<file path="src/rtl/uart_fifo_bridge.sv">
// Byte-stream buffer between a UART PHY byte interface and valid/ready streams.
// TX FIFO drained by a start/done handshake FSM; RX FIFO fed by PHY strobes with sticky overflow.
module uart_fifo_bridge #(
    parameter  int unsigned DEPTH = 16,
    localparam int unsigned LVL_W = $clog2(DEPTH) + 1
) (
    input  logic             clk,
    input  logic             arstn,
    input  logic [7:0]       s_tx_data,
    input  logic             s_tx_valid,
    output logic             s_tx_ready,
    output logic [7:0]       byte_tx,
    output logic             start_tx,
    input  logic             done_tx,
    input  logic [7:0]       byte_rx,
    input  logic             new_byte_rx,
    output logic [7:0]       m_rx_data,
    output logic             m_rx_valid,
    input  logic             m_rx_ready,
    output logic [LVL_W-1:0] tx_level,
    output logic [LVL_W-1:0] rx_level,
    output logic             rx_overflow,
    input  logic             clr_overflow,
    output logic             tx_busy
);
    localparam int unsigned AW = $clog2(DEPTH);

    typedef enum logic [1:0] {
        T_IDLE = 2'd0,
        T_ARM  = 2'd1,
        T_BUSY = 2'd2
    } tx_state_t;

    logic [7:0]       r_tx_mem [DEPTH];
    logic [AW-1:0]    r_tx_wr;
    logic [AW-1:0]    r_tx_rd;
    logic [LVL_W-1:0] r_tx_lvl;
    logic [7:0]       r_rx_mem [DEPTH];
    logic [AW-1:0]    r_rx_wr;
    logic [AW-1:0]    r_rx_rd;
    logic [LVL_W-1:0] r_rx_lvl;
    logic             r_rx_ovf;
    tx_state_t        r_state;
    logic             r_start;
    logic [7:0]       r_byte;

    tx_state_t        w_state_nxt;
    logic             w_start_nxt;
    logic [7:0]       w_byte_nxt;
    logic             w_tx_full;
    logic             w_tx_empty;
    logic             w_tx_push;
    logic             w_tx_pop;
    logic             w_rx_full;
    logic             w_rx_valid;
    logic             w_rx_push;
    logic             w_rx_pop;
    logic             w_rx_drop;

    assign w_tx_full  = (r_tx_lvl == LVL_W'(DEPTH));
    assign w_tx_empty = (r_tx_lvl == '0);
    assign w_tx_push  = s_tx_valid && !w_tx_full;
    assign w_rx_full  = (r_rx_lvl == LVL_W'(DEPTH));
    assign w_rx_valid = (r_rx_lvl != '0);
    assign w_rx_pop   = w_rx_valid && m_rx_ready;
    // A full RX FIFO still takes a byte when the head leaves in the same cycle.
    assign w_rx_push  = new_byte_rx && (!w_rx_full || w_rx_pop);
    assign w_rx_drop  = new_byte_rx && w_rx_full && !w_rx_pop;

    assign s_tx_ready  = !w_tx_full;
    assign byte_tx     = r_byte;
    assign start_tx    = r_start;
    assign m_rx_data   = r_rx_mem[r_rx_rd];
    assign m_rx_valid  = w_rx_valid;
    assign tx_level    = r_tx_lvl;
    assign rx_level    = r_rx_lvl;
    assign rx_overflow = r_rx_ovf;
    assign tx_busy     = !w_tx_empty || (r_state != T_IDLE);

    // FIFO storage needs no reset; pointers and levels define validity.
    always_ff @(posedge clk) begin
        if (w_tx_push) r_tx_mem[r_tx_wr] <= s_tx_data;
        if (w_rx_push) r_rx_mem[r_rx_wr] <= byte_rx;
    end

    always_ff @(posedge clk or negedge arstn) begin
        if (!arstn) begin
            r_tx_wr  <= '0;
            r_tx_rd  <= '0;
            r_tx_lvl <= '0;
            r_rx_wr  <= '0;
            r_rx_rd  <= '0;
            r_rx_lvl <= '0;
            r_rx_ovf <= 1'b0;
        end else begin
            if (w_tx_push) r_tx_wr <= r_tx_wr + AW'(1);
            if (w_tx_pop)  r_tx_rd <= r_tx_rd + AW'(1);
            if (w_tx_push && !w_tx_pop)      r_tx_lvl <= r_tx_lvl + LVL_W'(1);
            else if (!w_tx_push && w_tx_pop) r_tx_lvl <= r_tx_lvl - LVL_W'(1);

            if (w_rx_push) r_rx_wr <= r_rx_wr + AW'(1);
            if (w_rx_pop)  r_rx_rd <= r_rx_rd + AW'(1);
            if (w_rx_push && !w_rx_pop)      r_rx_lvl <= r_rx_lvl + LVL_W'(1);
            else if (!w_rx_push && w_rx_pop) r_rx_lvl <= r_rx_lvl - LVL_W'(1);

            if (w_rx_drop)         r_rx_ovf <= 1'b1;
            else if (clr_overflow) r_rx_ovf <= 1'b0;
        end
    end

    always_ff @(posedge clk or negedge arstn) begin
        if (!arstn) begin
            r_state <= T_IDLE;
            r_start <= 1'b0;
            r_byte  <= 8'h00;
        end else begin
            r_state <= w_state_nxt;
            r_start <= w_start_nxt;
            r_byte  <= w_byte_nxt;
        end
    end

    // T_ARM exits only on done_tx low, absorbing the PHY's late drop of done_tx.
    always_comb begin
        w_state_nxt = r_state;
        w_start_nxt = 1'b0;
        w_byte_nxt  = r_byte;
        w_tx_pop    = 1'b0;
        case (r_state)
            T_IDLE: begin
                if (!w_tx_empty && done_tx) begin
                    w_byte_nxt  = r_tx_mem[r_tx_rd];
                    w_start_nxt = 1'b1;
                    w_tx_pop    = 1'b1;
                    w_state_nxt = T_ARM;
                end
            end
            T_ARM: begin
                if (!done_tx) w_state_nxt = T_BUSY;
            end
            T_BUSY: begin
                if (done_tx) w_state_nxt = T_IDLE;
            end
            default: w_state_nxt = T_IDLE;
        endcase
    end
endmodule

</file>
<file path="config.mk">
export PLATFORM = sky130hd
export DESIGN_NAME = uart_fifo_bridge
export DESIGN_NICKNAME = d
export VERILOG_FILES = /design/src/rtl/uart_fifo_bridge.sv
export SDC_FILE = /design/constraint.sdc
export NUM_CORES = 1
export LEC_CHECK = 0
export BUFFER_PORTS_ARGS = -buffer_cell sky130_fd_sc_hd__buf_2
export CAP_MARGIN = 20
export CORE_UTILIZATION = 45
export DETAILED_ROUTE_END_ITERATION = 8
export PLACE_DENSITY = 0.67
export SETUP_SLACK_MARGIN = 0.3
export SYNTH_ARGS = -nofsm -noshare
export SYNTH_HDL_FRONTEND = slang
export SYNTH_SLANG_ARGS = --single-unit
</file>
<file path="constraint.sdc">
create_clock -name clk -period 6.3 [get_ports clk]
set_input_delay 0.63 -clock clk [delete_from_list [all_inputs] [get_ports clk]]
set_output_delay 0.63 -clock clk [all_outputs]
set_load 0.005 [all_outputs]
</file>
==> impl_metrics.ini <==
[status]
outcome = finished, final reports clean

[critical_path]
path_delay_family = multiplexers
criticalPathCategory = reg2out
slowest_delay_ps = 700
startpoint = r_rx_rd[0]$_DFFE_PN0N_
regToRegSetupSlack_ps = 3150
cp.required_ps = 5670
path_depth = 4
r2r_start = tx_level[1]$_DFFE_PN0P_
endpoint_kind = output port
critPathLaunchType = flip-flop
r2r_cells = 10
crit_arrival_ps = 2720
path_cells = buf_4 > mux4_1 > mux4_2 > buf_2
cp_slowest_cell = mux4_1
endpoint = m_rx_data[1]
cp_max_fo = 35
critPathBufInv = 2
r2r_end = tx_level[4]$_DFFE_PN0P_

[final_layout]
fin_area_sq_um = 13600
drive_above_1_share_pct = 25.4
n_fill_cell = 2001
area_growth_pct = 14.4
multi_input_area_sq_um = 3040
nets = 701
regArea_sq_um = 8640
final_util_pct = 52.4
n_antenna_cell = 0

[place]
io_buffers = 53
hpwlAfterDp_mm = 13.8
dpl_cell_area_sq_um = 12500
place_ws_ps = 3220
place_congestion = 0.789

[synthesis]
syn_area_sq_um = 11900
postSynthAreaPerCell_sq_um = 20.1
syn_inst = 591
synth_nets = 634
ys_seq_area_share_pct = 72.6
yosysWarnings = 0
ys_ff_latch = 294
ys_types = 36
synth_edf_count = 256
async_reset_ff_share_pct = 12.9
synthFlopType = edfxtp_1

[sta]
fin_crit_ps = 3350
final_hold_viol_count = 0
setup_tns_ps = 0
slew_viol_final = 0
fin_skew_ps = 17.9
final-setup-viol-count = 0
slew_headroom_pct = 32.7
worst_pin_slew_ps = 1010
timing.fmax_mhz = 299
worst_slack_ps = 2950
rsz0062_at_grt = false
min_period_over_period_pct = 53.1

[routing]
initialDrtViolationCount = 461
finalWirelength_mm = 21.7
route.vias.total = 5560
via_per_inst = 5.47
postRouteAntennaNets = 0
drtPass1Iterations = 5
drc = 0
routedWlPerCell_um = 21.3

[floorplanning]
start_util_pct = 45.8
core_area_sq_um = 26000
die_w_um = 165
rows = 59
die_h_um = 165
ios = 54
die_area_sq_um = 27100

[grt]
grt_pass1_vias = 5870
grt_max_degree = 39
overflow = 0
grt_pass1_wl_mm = 33.7
antenna_found_initial = 1
grt_usage_pct = 16.7

[clock_network]
htree_num_levels = 1
worstSkewPairLatency_ps = 550
postCtsSetupBuffers = 0
cts_sinks = 294
cts-root-buf = clkbuf_16
cts_buffer_depth = 3
cts_buffers = 30
clk_pin_slew_worst_paths_ps = 60
cts_resized = 0
cts_tree = yes
hold_buffers = 0

[pwr]
power_leakage_nw = 4.75
peakVddDrop_mv = 0.306
power_density_nw_per_um2 = 457

[flow_run]
drv_cap = 0

[hold_path]
hold_path_class = in2async
-- how the worst min path moves through the flow --
stage,from,endpoint,slack [ps],cells past startpoint
4_1_cts,arstn,r_tx_wr[2]$_DFFE_PN0P_,240,1
3_3_place_gp,r_state[1]$_DFFE_PN0P_,r_state[0]$_DFFE_PN0P_,470,1
2_1_floorplan,arstn,byte_tx[0]$_DFFE_PN0P_,330,0
3_5_place_dp,r_state[1]$_DFFE_PN0P_,r_state[0]$_DFFE_PN0P_,480,1
5_1_grt,done_tx,r_state[1]$_DFFE_PN0P_,260,2
6_report,arstn,r_tx_wr[2]$_DFFE_PN0P_,220,1
-- sequential cells by signal (all words and copies together) (netlist names) --
name / count
byte_tx: 8
r_rx_mem: 128
r_rx_rd: 4
r_rx_wr: 4
r_state: 2
r_tx_mem: 128
r_tx_rd: 4
r_tx_wr: 4
rx_level: 5
rx_overflow: 1
start_tx: 1
tx_level: 5
-- worst register-to-register path: stages (launching register included) --
cell and delay [ps]:
dfrtp_1 450, or4_1 630, o211ai_2 180, buf_4 270, ha_1 210, inv_1 110, fa_1 430, a21o_1 190
a21oi_1 210, mux2i_1 260, xnor2_1 140
-- cell usage after synthesis (5+ instances only) --
cell | count | area, sq um
edfxtp_1 | 256 | 7690
inv_1 | 10 | 37.5
mux4_1 | 30 | 788
mux4_2 | 42 | 946
ha_1 | 18 | 225
a21oi_1 | 6 | 30.0
buf_6 | 7 | 78.8
nand2_1 | 32 | 120
mux2_2 | 8 | 90.1
mux2i_1 | 16 | 160
nor2_1 | 31 | 116
dfrtp_1 | 38 | 951
nor3_1 | 9 | 45.0
xnor2_1 | 19 | 166
clkbuf_1 | 10 | 37.5
nand2b_1 | 5 | 31.3
o21ai_0 | 12 | 60.1
-- where the power goes --
group	switching [mW]	internal (mW)
logic	0.818	0.839
clock network	0.740	1.22
registers	0.207	2.41
-- kinds of logic (layout without fill, tap and decap cells) --
logic type / count (synthesis) / after routing / share of synthesized area (%)
AO/OA/AOI/OAI: 31 / 31 / 1.76
XOR/XNOR: 21 / 21 / 1.54
adder cells (fa/ha/maj): 20 / 20 / 2.23
buffers and inverters: 40 / 131 / 1.97
flip-flops: 294 / 294 / 72.6
multiplexers: 96 / 96 / 16.7
AND/OR/NAND/NOR: 89 / 89 / 3.29
-- placed cells by master (no fill, tap or decap), types with 3 or more instances in the layout --
cell type / synthesis / final
clkinv_1: 0 / 3
nand2b_1: 5 / 5
nor3_1: 9 / 7
edfxtp_1: 256 / 256
buf_2: 4 / 53
mux4_2: 42 / 42
clkinvlp_4: 0 / 4
inv_1: 10 / 10
xnor2_1: 19 / 19
dfrtp_1: 38 / 37
clkinv_2: 0 / 5
a21oi_1: 6 / 6
mux4_1: 30 / 30
bufinv_16: 0 / 8
mux2i_1: 16 / 16
nor2_1: 31 / 31
buf_4: 4 / 12
mux2_2: 8 / 8
a21o_1: 4 / 4
nor2b_1: 3 / 3
clkbuf_16: 0 / 30
ha_1: 18 / 18
o21ai_0: 12 / 12
nand2_1: 32 / 32
nand4_1: 4 / 4
-- metal layers --
layer | GRT usage, % | vias to the layer above | share of wire [%] | routed length (um)
met4 | 4.13 | 2 | 1.6 | 352
met3 | 2.99 | 36 | 5.0 | 1090
met1 | 22.1 | 2873 | 43 | 9390
met5 | 0 | - | 0.055 | 12
met2 | 28.5 | 130 | 50 | 10800
li1 | - | 2519 | - | -
-- metrics by stage --
| stage | cells | hold WS [ps] | power, mW |
|---|---|---|---|
| floorplan | 591 | 334 | 3.87 |
| global placement | 961 | 469 | 4.26 |
| detailed placement | 961 | 476 | 4.34 |
| CTS | 1017 | 239 | 6.30 |
| global route | 1017 | 264 | 6.54 |
| finish | 1017 | 224 | 6.23 |
-- layout make-up --
class	instances	area share [%]
timing repair buffer	65	2.61
sequential	294	63.4
inverter	10	0.276
clock buffer	32	5.64
multi-input combinational	257	22.3
tap	335	3.08
clock inverter	24	2.62
Note: power is estimated with default switching activity, not from simulation.
